[config.mk]
export PLATFORM = sky130hd
export DESIGN_NAME = serial_bit_feeder
export DESIGN_NICKNAME = d
export VERILOG_FILES = /design/src/rtl/serial_bit_feeder.sv
export SDC_FILE = /design/constraint.sdc
export NUM_CORES = 1
export LEC_CHECK = 0
export CAP_MARGIN = 10
export CORE_MARGIN = 1
export CORE_UTILIZATION = 56
export CTS_BUF_LIST = sky130_fd_sc_hd__clkbuf_4 sky130_fd_sc_hd__clkbuf_8
export CTS_CLUSTER_SIZE = 8
export DETAILED_ROUTE_END_ITERATION = 8
export GPL_TIMING_DRIVEN = 1
export MAX_ROUTING_LAYER = met4
export PLACE_DENSITY = 0.9
export SLEW_MARGIN = 10
export SYNTH_ARGS = -nofsm -noshare
export SYNTH_HDL_FRONTEND = slang
export SYNTH_SLANG_ARGS = --single-unit
[constraint.sdc]
create_clock -name clk -period 2.1 [get_ports clk]
set_input_delay 0.21 -clock clk [delete_from_list [all_inputs] [get_ports clk]]
set_output_delay 0.21 -clock clk [all_outputs]
set_load 0.1 [all_outputs]
[src/rtl/serial_bit_feeder.sv]
// Parallel-to-serial front end with a one-word holding register for gap-free streaming.
// Build option: define SERIAL_FEEDER_LSB_FIRST_EN to emit LSB first (default is MSB first).
module serial_bit_feeder #(
   parameter int   WIDTH    = 8,
   parameter logic IDLE_BIT = 1'b0
) (
   input  logic             clk,
   input  logic             resetn,
   input  logic [WIDTH-1:0] in_data,
   input  logic             in_valid,
   output logic             in_ready,
   input  logic             enable,
   output logic             dout,
   output logic             dout_valid,
   output logic             dout_last,
   output logic             busy
);

   localparam int               CNT_W    = $clog2(WIDTH);
   localparam logic [CNT_W-1:0] LAST_CNT = CNT_W'(WIDTH - 1);

   typedef enum logic [0:0] {
      IDLE  = 1'b0,
      SHIFT = 1'b1
   } state_t;

   state_t           state_q, state_d;
   logic [WIDTH-1:0] hold_q, hold_d;
   logic             hold_full_q, hold_full_d;
   logic [WIDTH-1:0] shreg_q, shreg_d;
   logic [CNT_W-1:0] bit_cnt_q, bit_cnt_d;
   logic             accept;
   logic             at_last;

   // Advance the shifter by one bit in the configured emission order.
   function automatic logic [WIDTH-1:0] shift_once(input logic [WIDTH-1:0] s);
`ifdef SERIAL_FEEDER_LSB_FIRST_EN
      return {1'b0, s[WIDTH-1:1]};
`else
      return {s[WIDTH-2:0], 1'b0};
`endif
   endfunction

   function automatic logic current_bit(input logic [WIDTH-1:0] s);
`ifdef SERIAL_FEEDER_LSB_FIRST_EN
      return s[0];
`else
      return s[WIDTH-1];
`endif
   endfunction

   assign in_ready = resetn && !hold_full_q;
   assign accept   = in_valid && in_ready;
   assign at_last  = (bit_cnt_q == LAST_CNT);

   always_comb begin
      state_d     = state_q;
      hold_d      = hold_q;
      hold_full_d = hold_full_q;
      shreg_d     = shreg_q;
      bit_cnt_d   = bit_cnt_q;

      // A drain and an accept never coincide: in_ready is low while hold is full.
      if (accept) begin
         hold_d      = in_data;
         hold_full_d = 1'b1;
      end

      unique case (state_q)
         IDLE: begin
            if (hold_full_q && enable) begin
               shreg_d     = hold_q;
               hold_full_d = 1'b0;
               bit_cnt_d   = '0;
               state_d     = SHIFT;
            end
         end
         SHIFT: begin
            if (enable) begin
               if (at_last) begin
                  if (hold_full_q) begin
                     shreg_d     = hold_q;
                     hold_full_d = 1'b0;
                     bit_cnt_d   = '0;
                  end else begin
                     shreg_d   = shift_once(shreg_q);
                     bit_cnt_d = '0;
                     state_d   = IDLE;
                  end
               end else begin
                  shreg_d   = shift_once(shreg_q);
                  bit_cnt_d = bit_cnt_q + CNT_W'(1);
               end
            end
         end
         default: state_d = IDLE;
      endcase
   end

   always_ff @(posedge clk) begin
      if (!resetn) begin
         state_q     <= IDLE;
         hold_full_q <= 1'b0;
         bit_cnt_q   <= '0;
         shreg_q     <= '0;
      end else begin
         state_q     <= state_d;
         hold_full_q <= hold_full_d;
         bit_cnt_q   <= bit_cnt_d;
         shreg_q     <= shreg_d;
      end
   end

   // Holding data is only ever consumed under hold_full, so it needs no reset.
   always_ff @(posedge clk) begin
      hold_q <= hold_d;
   end

   assign dout_valid = (state_q == SHIFT) && enable;
   assign dout       = (state_q == SHIFT) ? current_bit(shreg_q) : IDLE_BIT;
   assign dout_last  = dout_valid && at_last;
   assign busy       = (state_q == SHIFT) || hold_full_q;

endmodule
==> results of run 1 <==
## power by group
group          leakage [uW]  switching [uW]  total [uW]  internal, uW
logic              0.000207            74.0         128          54.1
clock network     0.0000177             125         196          71.4
registers          0.000181            14.5         460           446
## final timing paths
kind | start | end | slack [ns] | depth (start not counted)
hold reg to reg | shreg_q[0]$_SDFFE_PN0P_ | shreg_q[0]$_SDFFE_PN0P_ | 0.46 | 2
setup reg to reg | bit_cnt_q[0]$_SDFFE_PN0P_ | shreg_q[3]$_SDFFE_PN0P_ | 0.41 | 5
hold / removal | in_data[5] | hold_q[5]$_DFFE_PP_ | 0.44 | 1
setup / recovery | bit_cnt_q[0]$_SDFFE_PN0P_ | dout_last | 0.39 | 4
## layout make-up
cell class / instances / area [um2] / area share (%)
inverters: 1 / 3.754 / 0.3460
clock buffers: 3 / 22.52 / 2.076
repair buffers: 17 / 192.7 / 17.76
well taps: 15 / 18.77 / 1.730
clock inverters: 1 / 5.005 / 0.4614
flip-flops and latches: 21 / 500.5 / 46.14
multi-input cells: 49 / 341.6 / 31.49
## metrics by stage
| step | hold slack, ns | utilization [%] |
|---|---|---|
| after floorplan | 0.3089 | - |
| after global placement | 0.4403 | 76.47 |
| after detailed placement | 0.4514 | 76.47 |
| after CTS | 0.4422 | 78.46 |
| after global routing | 0.4270 | 78.46 |
| final | 0.4400 | 78.46 |
## registers in the layout, indices dropped and copies added (netlist names)
| name | cells |
|---|---|
| bit_cnt_q | 3 |
| hold_full_q | 1 |
| shreg_q | 8 |
| hold_q | 8 |
| state_q | 1 |
## worst max-delay path, delay by kind of cell, from the launching register on
kind / cells / cell delay, ns
adder cells (fa/ha/maj): 2 / 0.41
AND/OR/NAND/NOR: 1 / 0.23
flip-flops: 1 / 0.38
buffers and inverters: 1 / 0.18
## cells by family after synthesis
family          share of synthesized area [%]
buf+inv                                 4.414
mux                                     7.978
fa+ha+maj                               4.274
flops                                   56.98
compound gates                          17.24
simple gates                            9.118
## Yosys cell counts (all sizes together) (2+ instances only)
library cell	number
dfxtp	13
o21ai	9
edfxtp	8
a21oi	7
mux2i	7
nor2b	5
a22oi	4
buf	4
and2	3
ha	3
a21boi	2
nand2	2
## layer usage
metal	vias to the layer above	global-route usage (%)	share of wire, %
met4	0	14.84	3.9
met3	7	6.957	4.1
met1	281	20.68	43
met2	15	33.44	49
li1	310	-	-
met5	-	-	0
==> run metrics, run 1 <==
CP Launch Type=flip-flop; post-route minimum period=1.714 ns; register bit total from synthesis=21; fin cells=107; Synth area leader=dfxtp_1; critical path, cell by cell=ha_1 > ha_1 > and3_1 > buf_12; DIE AREA=1731 um2; vias in the first global route=626; Syn. warnings=0; largest net degree at the start of global routing=15; commonest non-fill, non-tap cells in the layout=dfxtp_1, clkdlybuf4s50_1, edfxtp_1, mux2i_1, a21oi_1; dpl ws=0.4292 ns; Die Height=41.61 um; I/O pin count=17; first-pass GRT wire length=2566 um; slack of the critical path=0.3856 ns; Core Rows=13; Port Buffers=16; CP Class=flip-flop to output port; highest-delay cell along the critical path=dfxtp_1; distinct cell type count after synthesis=25; FMAX=0.5833 GHz; clock buffer depth=2; share of cells above drive strength 1=14.13%; mapped cell area=878.3 um2; post-cts resize count=0; fin area=1085 um2; CP most frequent cell=ha_1; top cell type's share of synthesized area=29.63%; Mapped Nets=91; Worst-Skew Late Latency=0.31 ns; fraction of registers with async set/reset=0%; commonest non-fill, non-tap cell in the layout=dfxtp_1; TritonCTS Buffers=3; worst min path class=input port to flip-flop; max cap viols=0; Starting Density=63.53%; RSZ-0062 raised after global routing=no; synth top area cells=dfxtp_1, edfxtp_1, mux2i_1; cts hold-fix bufs=0; die width=41.61 um; Fin. Hold Viols=0; Clock Tree Root=clkbuf_4; Final Max Tran Viols=0; drt via density=5.729; Post-synth EDFFs=8; WL per Instance=14.00 um; initial antenna violation count=0; WP data required=1.89 ns; area grow syn2layout=23.50%; pwr dens=723.1 nW/um2; leakage power=0.0004053 uW; gr usage total=20.70%; Worst Path Max Fanout=4; Mean Syn Cell Area=11.56 um2; maximum VDD drop=0.4985 mV; DR pass1 iterations=4; Least-Margin Pin Slew=0.4996 ns; Rel. slew slack=66.50%; Clk pin slew, worst setup/hold paths=0.12 ns; Post-synth top flop=dfxtp_1; Fill cells=92; slowest cell delay on critical path=0.38 ns; CP Capture Type=output port; remaining global-route overflow=0; Core Area=1383 um2; DR iter-0 viols=6; routed wire length=1498 um; CTS tree=yes; vias=613; Cells after Synth=76; gpl congestion=0.7506; DP Wirelength=1071 um; placed cells=103; clock sinks=21; setup_tns=0 ns; sequential fraction of the synthesis area=56.98%; # diodes=0; clk_skew=0.006495 ns; antenna viol nets, final=0; Remaining DRCs=0; setup bufs post-CTS=0; placed cell areas=1057 um2; # nets final=108; outcome=completed; total power=784.4 uW; H-tree depth=1; # setup viols final=0; Critical Path AT=1.50 ns; Tcrit/Tclk final=81.64%
Note: power is estimated with default switching activity, not from simulation.
==> run 2, diff against run 1 <==
- CORE_ASPECT_RATIO: unset -> 1.25
- CORE_UTILIZATION: 56 -> 47
- PLACE_DENSITY: 0.9 -> 0.81
- clock period: 2.1 -> 1.4 ns (I/O delays scaled with it)
==> run 2 against run 1 <==
  * The run now ends with negative setup slack left
  * Total power increased by 57%
  * Routed wire length rose by 12%
  * Combinational power increased by 90%
  * Highest routed layer unchanged
==> run metrics, run 2 (synthesis gave the netlist of run 1 again) <==
failing checks=negative setup slack; final core occ=71.16% (-7.3 points); H-tree depth=1 (unchanged); reg2reg setup slack=0 ns (-0.41 ns); Core Rows=17 (+4); setup_tns=-0.05606 ns (-0.05606 ns); routed wire length=1671 um (+12%); first-pass GRT wire length=2725 um (+6.2%); outcome=finished, violations left; Met2 Wirelength=907 um (+24%); switching portion of total power=24.99% (-2.2 points); CP Class=flip-flop to output port; Least-Margin Pin Slew=0.2781 ns (-0.2215 ns); initial antenna violation count=0 (unchanged); TritonCTS Buffers=3 (unchanged); post-route minimum period=1.456 ns; WP data required=1.26 ns (-0.63 ns); worst min path class=input port to flip-flop; DIE AREA=2047 um2 (+18%); Clk pin slew, worst setup/hold paths=0.11 ns (about the same); drt via density=5.425 (-5.3%); WL per Instance=13.93 um (-0.54%); CP Capture Type=output port; pwr dens=977.4 nW/um2 (+35%); vias=651 (+6.2%); antenna viol nets, final=0 (unchanged); commonest non-fill, non-tap cells in the layout=clkdlybuf4s50_1, dfxtp_1, edfxtp_1, buf_4; Worst-Skew Late Latency=0.29 ns (-0.02 ns); commonest non-fill, non-tap cell in the layout=clkdlybuf4s50_1; share of cells above drive strength 1=30.69% (+17 points); Tcrit/Tclk final=104.0%; Rel. slew slack=81.34% (+15 points); remaining global-route overflow=0 (unchanged); Final Max Tran Viols=0 (unchanged); CTS tree=yes; vias in the first global route=687 (+9.7%); area grow syn2layout=43.02%; DR pass1 iterations=4 (unchanged); die width=40.67 um (-2.3%); Core Area=1765 um2 (+28%); I/O pin count=17 (unchanged); clk_skew=0.008414 ns (+0.001919 ns); biggest regs=hold_q (8), shreg_q (8), bit_cnt_q (3); RSZ-0062 raised after global routing=yes; power share of the sequential group=56.4% (-2.3 points); Worst Path Max Fanout=3 (-1); slack of the critical path=-0.05606 ns (-0.4416 ns); Met1 Routed Length=683 um (+5.6%); Remaining DRCs=0 (unchanged); gpl congestion=0.7569 (+0.84%); switching power=306.8 uW (+44%); Gate power share=19.8% (+3.5 points); DR iter-0 viols=17 (+11); Starting Density=49.75% (-14 points); # setup viols final=1 (+1); Clock Tree Root=clkbuf_4; Clock Power Share=23.8% (-1.2 points); maximum VDD drop=0.8446 mV (+69%); # nets final=117 (+8.3%); Critical Path AT=1.32 ns (-0.18 ns); max cap viols=0 (unchanged); clock sinks=21 (unchanged); met3 routed WL=72 um (+18%); clock buffer depth=2 (unchanged); # diodes=0 (unchanged); leakage power=0.0004671 uW (+15%); CP Launch Type=flip-flop; uppermost layer routed=met4; gr usage total=19.88% (-0.82 points); largest net degree at the start of global routing=15 (unchanged); Int Power=921.0 uW (+61%); Die Height=50.33 um (+21%); Port Buffers=16 (unchanged); Fin. Hold Viols=0 (unchanged); FMAX=0.6868 GHz
-- run 2: changes by cell type in the layout (fill, tap and decap cells not counted), sizes merged --
| cell | delta |
|---|---|
| buf | +9 |
| clkbuf | +1 |
| clkinv | -1 |
-- run 2: worst paths after layout --
check	end	start	cells after the start
worst max-delay path	dout_last	bit_cnt_q[1]$_SDFFE_PN0P_	4
worst min-delay path	hold_q[1]$_DFFE_PP_	in_data[1]	1
worst max register to register	shreg_q[2]$_SDFFE_PN0P_	bit_cnt_q[1]$_SDFFE_PN0P_	6
worst min register to register	shreg_q[0]$_SDFFE_PN0P_	shreg_q[0]$_SDFFE_PN0P_	2
-- run 2: metrics by stage --
step / hold slack [ns] / cells / setup slack, ns / instance area, um2 / total power [uW]
floorplan: 0.2389 / 76 / -0.1304 / 897.1 / 839.8
global placement: 0.4556 / 113 / -0.03372 / 1167 / 934.9
detailed placement: 0.4606 / 113 / -0.1037 / 1167 / 941.4
CTS: 0.3785 / 117 / -0.06100 / 1232 / 1242
global route: 0.3693 / 120 / -0.1001 / 1256 / 1284
finish: 0.3908 / 120 / -0.05606 / 1256 / 1228
-- run 2: what timing repair did --
item                                    4_1_cts  5_1_grt
pin swaps                                     1        1
resized for setup                             9        1
endpoints found under the setup margin        9       10
buffers inserted                              0        3
hold buffers                                  0        0
-- run 2: area by class of cell --
cell class,instances,area [um2]
Inverter,1,3.754
Clock buffer,4,30.03
Sequential cell,21,505.5
Fill cell,125,509.2
Tap cell,19,23.77
Timing Repair Buffer,26,310.3
Multi-Input combinational cell,49,382.9
-- run 2: layer usage --
metal | GRT usage (%) | vias to the layer above
met5 | - | -
met2 | 33.60 | 20
met3 | 3.982 | 2
li1 | - | 324
met4 | 7.778 | 0
met1 | 21.60 | 305
-- run 2: critical path, stage by stage, from the launching register on --
cell     delay (ns)
dfxtp_2        0.37
ha_4           0.15
ha_4           0.14
and3_4         0.19
buf_12         0.17
-- run 2: power by group through the flow --
stage	registers, uW	clock network, uW	logic [uW]
2_1_floorplan	692	0	148
3_3_place_gp	701	0	234
3_5_place_dp	703	0	238
4_1_cts	691	310	242
5_1_grt	695	329	260
6_report	692	293	243
